`config.mk`:
```
export PLATFORM = sky130hd
export DESIGN_NAME = instr_fetch
export DESIGN_NICKNAME = d
export VERILOG_FILES = /design/src/rtl/pipeline_pkg.sv /design/src/rtl/fetch_fifo.sv /design/src/rtl/instr_fetch.sv
export SDC_FILE = /design/constraint.sdc
export NUM_CORES = 1
export LEC_CHECK = 0
export ABC_CLOCK_PERIOD_IN_PS = 11750
export CORE_MARGIN = 2
export CORE_UTILIZATION = 35
export DETAILED_ROUTE_END_ITERATION = 10
export PLACE_DENSITY_LB_ADDON = 0.12
export SLEW_MARGIN = 5
export SYNTH_ARGS = -nofsm -noshare
export SYNTH_HDL_FRONTEND = slang
export SYNTH_SLANG_ARGS = --single-unit
```
`constraint.sdc`:
```
create_clock -name clk -period 11.75 [get_ports clk]
set_clock_uncertainty 0.2 [all_clocks]
set_input_delay 2.35 -clock clk [delete_from_list [all_inputs] [get_ports clk]]
set_output_delay 2.35 -clock clk [all_outputs]
set_load 0.01 [all_outputs]
```
`src/rtl/pipeline_pkg.sv`:
```
// Shared pipeline types and constants: instruction/address widths and the
// fetch beat handed from instr_fetch to decode.
package pipeline_pkg;

    localparam int DATA_WIDTH = 20;
    localparam int ADDR_WIDTH = 8;

    localparam logic [ADDR_WIDTH-1:0] RESET_PC = '0;

    typedef struct packed {
        logic [ADDR_WIDTH-1:0] pc;
        logic [DATA_WIDTH-1:0] instr;
    } fetch_beat_t;

endpackage

```
`src/rtl/fetch_fifo.sv`:
```
// Shift-register skid FIFO for fetch beats; entry 0 is always the head, so the
// head output is a plain register.
module fetch_fifo
    import pipeline_pkg::*;
#(
    parameter int DEPTH = 2,
    localparam int CW = $clog2(DEPTH + 1)
) (
    input  logic          clk,
    input  logic          rst_n,
    input  logic          push,
    input  logic          pop,
    input  logic          clear,
    input  fetch_beat_t   din,
    output fetch_beat_t   head,
    output logic [CW-1:0] count
);

    fetch_beat_t   entries      [DEPTH];
    fetch_beat_t   entries_next [DEPTH];
    logic [CW-1:0] count_next;
    logic [CW-1:0] wr_idx;

    // With a simultaneous pop the write slot moves down one place with the shift.
    always_comb begin
        entries_next = entries;
        wr_idx       = count - CW'(pop);
        count_next   = count + CW'(push) - CW'(pop);
        if (pop) begin
            for (int i = 0; i < DEPTH - 1; i++) begin
                entries_next[i] = entries[i + 1];
            end
        end
        if (push) begin
            for (int i = 0; i < DEPTH; i++) begin
                if (CW'(i) == wr_idx) begin
                    entries_next[i] = din;
                end
            end
        end
    end

    always_ff @(posedge clk) begin
        if (!rst_n) begin
            count <= '0;
            for (int i = 0; i < DEPTH; i++) begin
                entries[i] <= '0;
            end
        end else if (clear) begin
            count <= '0;
        end else begin
            count   <= count_next;
            entries <= entries_next;
        end
    end

    assign head = entries[0];

endmodule

```
`src/rtl/instr_fetch.sv`:
```
// Instruction-fetch stage: issues reads to the synchronous instruction memory,
// buffers returned words in a skid FIFO and handles execute-stage redirects.
module instr_fetch
    import pipeline_pkg::*;
#(
    parameter int                    DATA_WIDTH = pipeline_pkg::DATA_WIDTH,
    parameter int                    ADDR_WIDTH = pipeline_pkg::ADDR_WIDTH,
    parameter logic [ADDR_WIDTH-1:0] RESET_PC   = pipeline_pkg::RESET_PC,
    parameter int                    FIFO_DEPTH = 2
) (
    input  logic                  clk,
    input  logic                  rst_n,
    input  logic                  en_i,
    output logic                  imem_rd_en,
    output logic [ADDR_WIDTH-1:0] imem_addr,
    input  logic [DATA_WIDTH-1:0] imem_rdata,
    input  logic                  flush_i,
    input  logic [ADDR_WIDTH-1:0] target_i,
    output logic                  valid_o,
    input  logic                  ready_i,
    output logic [DATA_WIDTH-1:0] instr_o,
    output logic [ADDR_WIDTH-1:0] pc_o
);

    localparam int CW = $clog2(FIFO_DEPTH + 1);

    logic [ADDR_WIDTH-1:0] pc;
    logic [ADDR_WIDTH-1:0] resp_addr;
    logic                  inflight;
    logic                  epoch_drop;
    logic                  issue;
    logic                  pop;
    logic                  push;
    logic [CW-1:0]         count;
    logic [CW:0]           occupancy;
    fetch_beat_t           push_beat;
    fetch_beat_t           head;

    // The beat shown during a flush is void: decode is flushed in the same cycle.
    assign pop       = valid_o & ready_i & ~flush_i;
    assign occupancy = {1'b0, count} + (CW + 1)'(inflight) - (CW + 1)'(pop);
    assign issue     = rst_n & en_i & ~flush_i & (occupancy < (CW + 1)'(FIFO_DEPTH));
    assign push      = inflight & ~epoch_drop;
    assign push_beat = '{pc: resp_addr, instr: imem_rdata};

    assign imem_rd_en = issue;
    assign imem_addr  = pc;

    always_ff @(posedge clk) begin
        if (!rst_n) begin
            pc         <= RESET_PC;
            resp_addr  <= '0;
            inflight   <= 1'b0;
            epoch_drop <= 1'b0;
        end else begin
            inflight <= issue;
            if (issue) begin
                resp_addr <= pc;
            end
            if (flush_i) begin
                pc         <= target_i;
                epoch_drop <= inflight;
            end else begin
                epoch_drop <= 1'b0;
                if (issue) begin
                    pc <= pc + 1'b1;
                end
            end
        end
    end

    fetch_fifo #(
        .DEPTH (FIFO_DEPTH)
    ) u_fifo (
        .clk   (clk),
        .rst_n (rst_n),
        .push  (push),
        .pop   (pop),
        .clear (flush_i),
        .din   (push_beat),
        .head  (head),
        .count (count)
    );

    assign valid_o = (count != '0);
    assign instr_o = head.instr;
    assign pc_o    = head.pc;

endmodule
```
==> results.yml, run 1 <==
run_status:
  status: "finished clean"
logic_synthesis:
  syn_nets: 444
  synth_edf_count: 0
  seq_area_frac_synth_pct: 42.0
  synthTopCellsByArea: "dfxtp_1 (42%), or3_1 (9.7%), nand2_1 (9.0%)"
  ys_ff_latch: 76
  syn-cell-area_um2: 3620
  ys_types: 38
  synth_top_area_share_pct: 42.0
  yosysWarnings: 0
  syn_area_per_cell_um2: 8.94
  synthCells: 405
  synth_top_area_cell: "dfxtp_1"
  synth_flop_cell: "dfxtp_1"
  synthArstFlopShare_pct: 0
cells_and_area:
  finish.utilization_pct: 42.6
  nets: 468
  fin_cells: 570
  drive_gt1_share_pct: 5.99
  area_growth_pct: 19.8
  mostFrequentLayoutCell: "nand2_1"
  final_cell_mix: "nand2_1 (87), dfxtp_1 (76), clkdlybuf4s50_1 (69)"
  antenna_cells: 0
  finalInstanceArea_um2: 4340
clock_network:
  cts.repair.resized: 0
  clock_sink_count: 76
  cts_tree: "yes"
  ctsHtreeMaxLevel: 3
  cts_buffers: 9
  cts-root-buf: "clkbuf_8"
  clkLatencyLatePin_ps: 330
  cts_hold_buf: 0
  postCtsSetupBuffers: 0
  cts_max_path_buffers: 2
  clk_pin_slew_ps: 70
run:
  maxCapViolations: 0
timing:
  layout_setup_ws_ps: 2800
  setup_viol_count_final: 0
  whs_ps: 261
  finalHoldViolations: 0
  worst_pin_slew_ps: 1110
  finalCriticalPeriod_ps: 8950
  drv_slew: 0
  period_share_pct: 76.1
  rsz0062_at_grt: "false"
  tns_ps: 0
  max_slew_margin_pct: 26.2
  fmax_ghz: 0.112
detailed_routing:
  first_iter_violations: 89
  drt_pass1_iterations: 4
  vias: 2866
  drc_errors: 0
  viasPerCell: 5.03
  drt-total-wl_um: 8290
  wl_per_cell_um: 14.6
  detail-route-antenna-nets: 0
pwr:
  power.density_nw_per_um2: 120
  peakVddDrop_mv: 0.0664
  p_total_mw: 0.522
  power_frac_clock_pct: 37.5
  leakagePower_nw: 1.44
  switching_share_pct: 24.6
  p_sw_mw: 0.128
  p_seq_share_pct: 51.8
  pwr-share-comb_pct: 10.7
  internal_power_mw: 0.393
setup_path:
  worstRegToRegCells: 12
  cp-startpoint: "flush_i"
  cpPeakStageDelay_ps: 580
  path_delay_family: "buffers and inverters"
  rr_startpoint: "u_fifo.count[1]"
  critPathBufInv: 8
  reg2reg_to: "imem_addr[2]"
  arrival_ps: 6400
  crit_path_top_delay_cell: "clkdlybuf4s50_1"
  worst_path_most_repeated_cell: "inv_1"
  crit_type: "in2out"
  crit_chain: "clkdlybuf4s50_1 > buf_4 > inv_1 > o211ai_1 > buf_4 > inv_1 > ha_1 > inv_1 > nand2_1 > fa_1 > nand4b_4 > or2_1 > inv_2 > clkdlybuf4s50_1"
  crit_path_max_fanout: 42
  cp-end-kind: "output pin"
  reg2reg_setup_slack_ps: 8150
  required_ps: 9200
  startpoint_type: "input pin"
global_routing:
  grt_pass1_wl_um: 13800
  grt_pass1_vias: 2829
  overflow: 0
  antenna_found_initial: 0
  globalRouteTotalUtil_pct: 15.3
  grt_max_degree: 81
floorplanning:
  placementRows: 37
  start_util_pct: 35.6
  dieHeight_um: 106
  coreArea_um2: 10200
  die_area_um2: 11200
  io_pins: 71
  die_width_um: 106
place:
  hpwl_um: 5210
  pre_cts_slack_ps: 2780
  portBuffers: 70
  dpl.cell_count: 554
  place_congestion: 0.841
  placed_cell_area_um2: 4150
worst_hold_path:
  hold_path_class: "reg2reg"
  hold_depth: 2
  hold_start: "u_fifo.entries[12]"
  min_to: "u_fifo.entries[12]"
-- state kept, by name (all words and copies together) (netlist names) --
signal / flops
epoch_drop: 1
imem_addr: 8
inflight: 1
resp_addr: 8
u_fifo.count: 2
u_fifo.entries: 28
u_fifo.head: 28
-- cells in the mapped netlist, drive strengths merged (3+ instances only) --
library cell / instances
o21ai: 4
dfxtp: 76
nand2: 88
nand3: 3
clkbuf: 20
buf: 40
o2111a: 28
ha: 5
a21oi: 3
or3: 56
a21boi: 38
and3: 3
o21a: 3
inv: 10
-- layer usage --
metal | global-route usage [%] | vias to the layer above | part of all wire (%)
met2 | 25.3 | 61 | 47
met4 | 5.83 | 0 | 1.1
met1 | 19.7 | 1353 | 49
met3 | 2.91 | 9 | 3.7
li1 | - | 1443 | -
met5 | 0 | - | 0
-- power groups by stage --
| stage | Combinational, mW | Clock, mW | Sequential (mW) |
|---|---|---|---|
| 2_1_floorplan | 0.0330 | 0 | 0.275 |
| 3_3_place_gp | 0.0565 | 0 | 0.276 |
| 3_5_place_dp | 0.0566 | 0 | 0.277 |
| 4_1_cts | 0.0569 | 0.203 | 0.271 |
| 5_1_grt | 0.0610 | 0.215 | 0.272 |
| 6_report | 0.0561 | 0.196 | 0.270 |
-- layout make-up --
cell class | count | area, µm²
clock buffer | 10 | 128
clock inverter | 6 | 65.1
fill | 1035 | 5850
inverter | 10 | 37.5
multi-input combinational | 259 | 1700
sequential | 76 | 1520
tap | 136 | 170
timing repair buffer | 73 | 718
-- how the worst max path moves through the flow --
stage	endpoint	slack (ps)	cells after the start
after floorplan	imem_rd_en	4730	13
after global routing	imem_rd_en	2440	14
after detailed placement	imem_rd_en	2780	14
after global placement	imem_rd_en	2890	14
final	imem_rd_en	2800	14
after CTS	imem_rd_en	2780	14
-- worst reg2reg max path, stage by stage, from the launching register on --
cell	delay, ps
dfxtp_1	380
o211ai_1	200
buf_4	340
inv_1	120
ha_1	280
inv_1	70
nand2_1	60
fa_1	370
xor2_1	360
or2_1	510
inv_2	230
a32oi_1	260
a21boi_0	100
-- kinds of logic after synthesis --
kind of cell | synth area share [%]
xor gates and xnor gates | 0.484
and+or+nand+nor | 22.6
DFF | 42.0
buffers and inverters | 11.1
AOI/OAI and AO/OA | 21.6
adders and majority gates | 2.28
Note: power is estimated with default switching activity, not from simulation.
==> run 2: changes to the inputs <==
- ABC_CLOCK_PERIOD_IN_PS: 11750 -> 8400
- clock period: 11.75 -> 8.4 ns (I/O delays scaled with it)
==> run 2 against run 1 <==
Against the previous run: non-clock buffer count unchanged; critical path depth down 1; clock power up 61%; cell area up 0.75%; via count down 0.94%; sequential power up 40%; register-to-register slack worse by 3400 ps; utilization up 0.32 points; first-iteration DRC count up 5.6%; flip-flop and latch count unchanged; final cell count unchanged; routed wire length up 1.0%; largest cell class unchanged; highest routed layer unchanged.
==> results.yml, run 2 (synthesis gave the netlist of run 1 again) <==
floorplanning:
  dieHeight_um: 106
  die_area_um2: 11200
  placementRows: 37
  coreArea_um2: 10200
  start_util_pct: 35.6
  io_pins: 71
  die_width_um: 106
clock_network:
  cts_hold_buf: 0
  cts_tree: "yes"
  cts_max_path_buffers: 2
  clk_pin_slew_ps: 70
  cts-root-buf: "clkbuf_8"
  clkLatencyLatePin_ps: 340
  cts_buffers: 9
  postCtsSetupBuffers: 0
  cts.repair.resized: 0
  clock_sink_count: 76
  ctsHtreeMaxLevel: 3
cells_and_area:
  fin_cells: 570
  nets: 468
  mostFrequentLayoutCell: "nand2_1"
  multi_input_area_um2: 1700
  seqCellArea_um2: 1520
  antenna_cells: 0
  num-fill-cells: 1026
  drive_gt1_share_pct: 5.99
  final_cell_mix: "nand2_1 (87), dfxtp_1 (76), clkdlybuf4s50_1 (69)"
  area_growth_pct: 20.7
place:
  dpl.cell_count: 554
  portBuffers: 70
  place_congestion: 0.805
  hpwl_um: 5130
pwr:
  peakVddDrop_mv: 0.0785
  leakagePower_nw: 1.45
  p_total_mw: 0.773
  power.density_nw_per_um2: 177
detailed_routing:
  drc_errors: 0
  wl_per_cell_um: 14.7
  drt-total-wl_um: 8380
  drt_pass1_iterations: 4
  vias: 2839
  detail-route-antenna-nets: 0
  viasPerCell: 4.98
  first_iter_violations: 94
global_routing:
  globalRouteTotalUtil_pct: 15.7
  antenna_found_initial: 0
  grt_pass1_vias: 2832
  overflow: 0
  grt_pass1_wl_um: 14200
  grt_max_degree: 81
timing:
  drv_slew: 0
  period_share_pct: 85.0
  max_slew_margin_pct: 25.9
  finalHoldViolations: 0
  rsz0062_at_grt: "false"
  finalCriticalPeriod_ps: 7140
  worst_pin_slew_ps: 1110
  setup_viol_count_final: 0
  fmax_ghz: 0.140
  tns_ps: 0
setup_path:
  startpoint_type: "input pin"
  crit_path_max_fanout: 30
  required_ps: 6520
  cp-end-kind: "output pin"
  arrival_ps: 5260
  crit_type: "in2out"
run_status:
  status: "finished clean"
run:
  maxCapViolations: 0
worst_hold_path:
  hold_path_class: "reg2reg"
-- run 2: cell type report --
type                       count  area share [%]
clock inverter                 5            1.92
timing repair buffer          73            16.4
multi-input combinational    259            38.8
tap                          136            3.89
inverter                      10           0.859
sequential                    76            34.8
clock buffer                  11            3.24
-- run 2: where the power goes --
| part | switching, mW | internal (mW) |
|---|---|---|
| logic | 0.0356 | 0.0431 |
| registers | 0.00816 | 0.370 |
| clock network | 0.140 | 0.177 |
| total | 0.183 | 0.590 |
-- run 2: worst max-delay path: stages --
cell and delay (ps):
clkdlybuf4s50_1 470, inv_1 100, o211ai_1 90, buf_4 330, inv_1 110, ha_1 280, inv_1 70, nand2_1 70
fa_1 530, nand4b_4 150, or2_1 490, inv_2 290, clkdlybuf4s50_1 590
-- run 2: final timing paths --
path                       from                 end  slack [ps]  depth (start not counted)
min          u_fifo.entries[20]  u_fifo.entries[20]         260                          2
max                     flush_i          imem_rd_en        1260                         13
min reg2reg  u_fifo.entries[20]  u_fifo.entries[20]         260                          2
max reg2reg     u_fifo.count[1]        imem_addr[2]        4790                         12
-- run 2: metrics by stage --
step	utilization (%)	instance area (µm²)	hold WS, ps	worst slack [ps]
after floorplan	-	3620	239	2720
after global placement	40.7	4150	247	1330
after detailed placement	40.7	4150	254	1250
after CTS	42.9	4370	264	1230
after global routing	42.9	4370	283	953
final	42.9	4370	260	1260
-- run 2: layer usage --
layer	global-route usage, %	wire length (µm)	up-vias
li1	-	-	1438
met1	20.4	4060	1338
met2	25.7	3870	56
met3	3.96	374	7
met4	5.08	80	0
met5	0	0	-
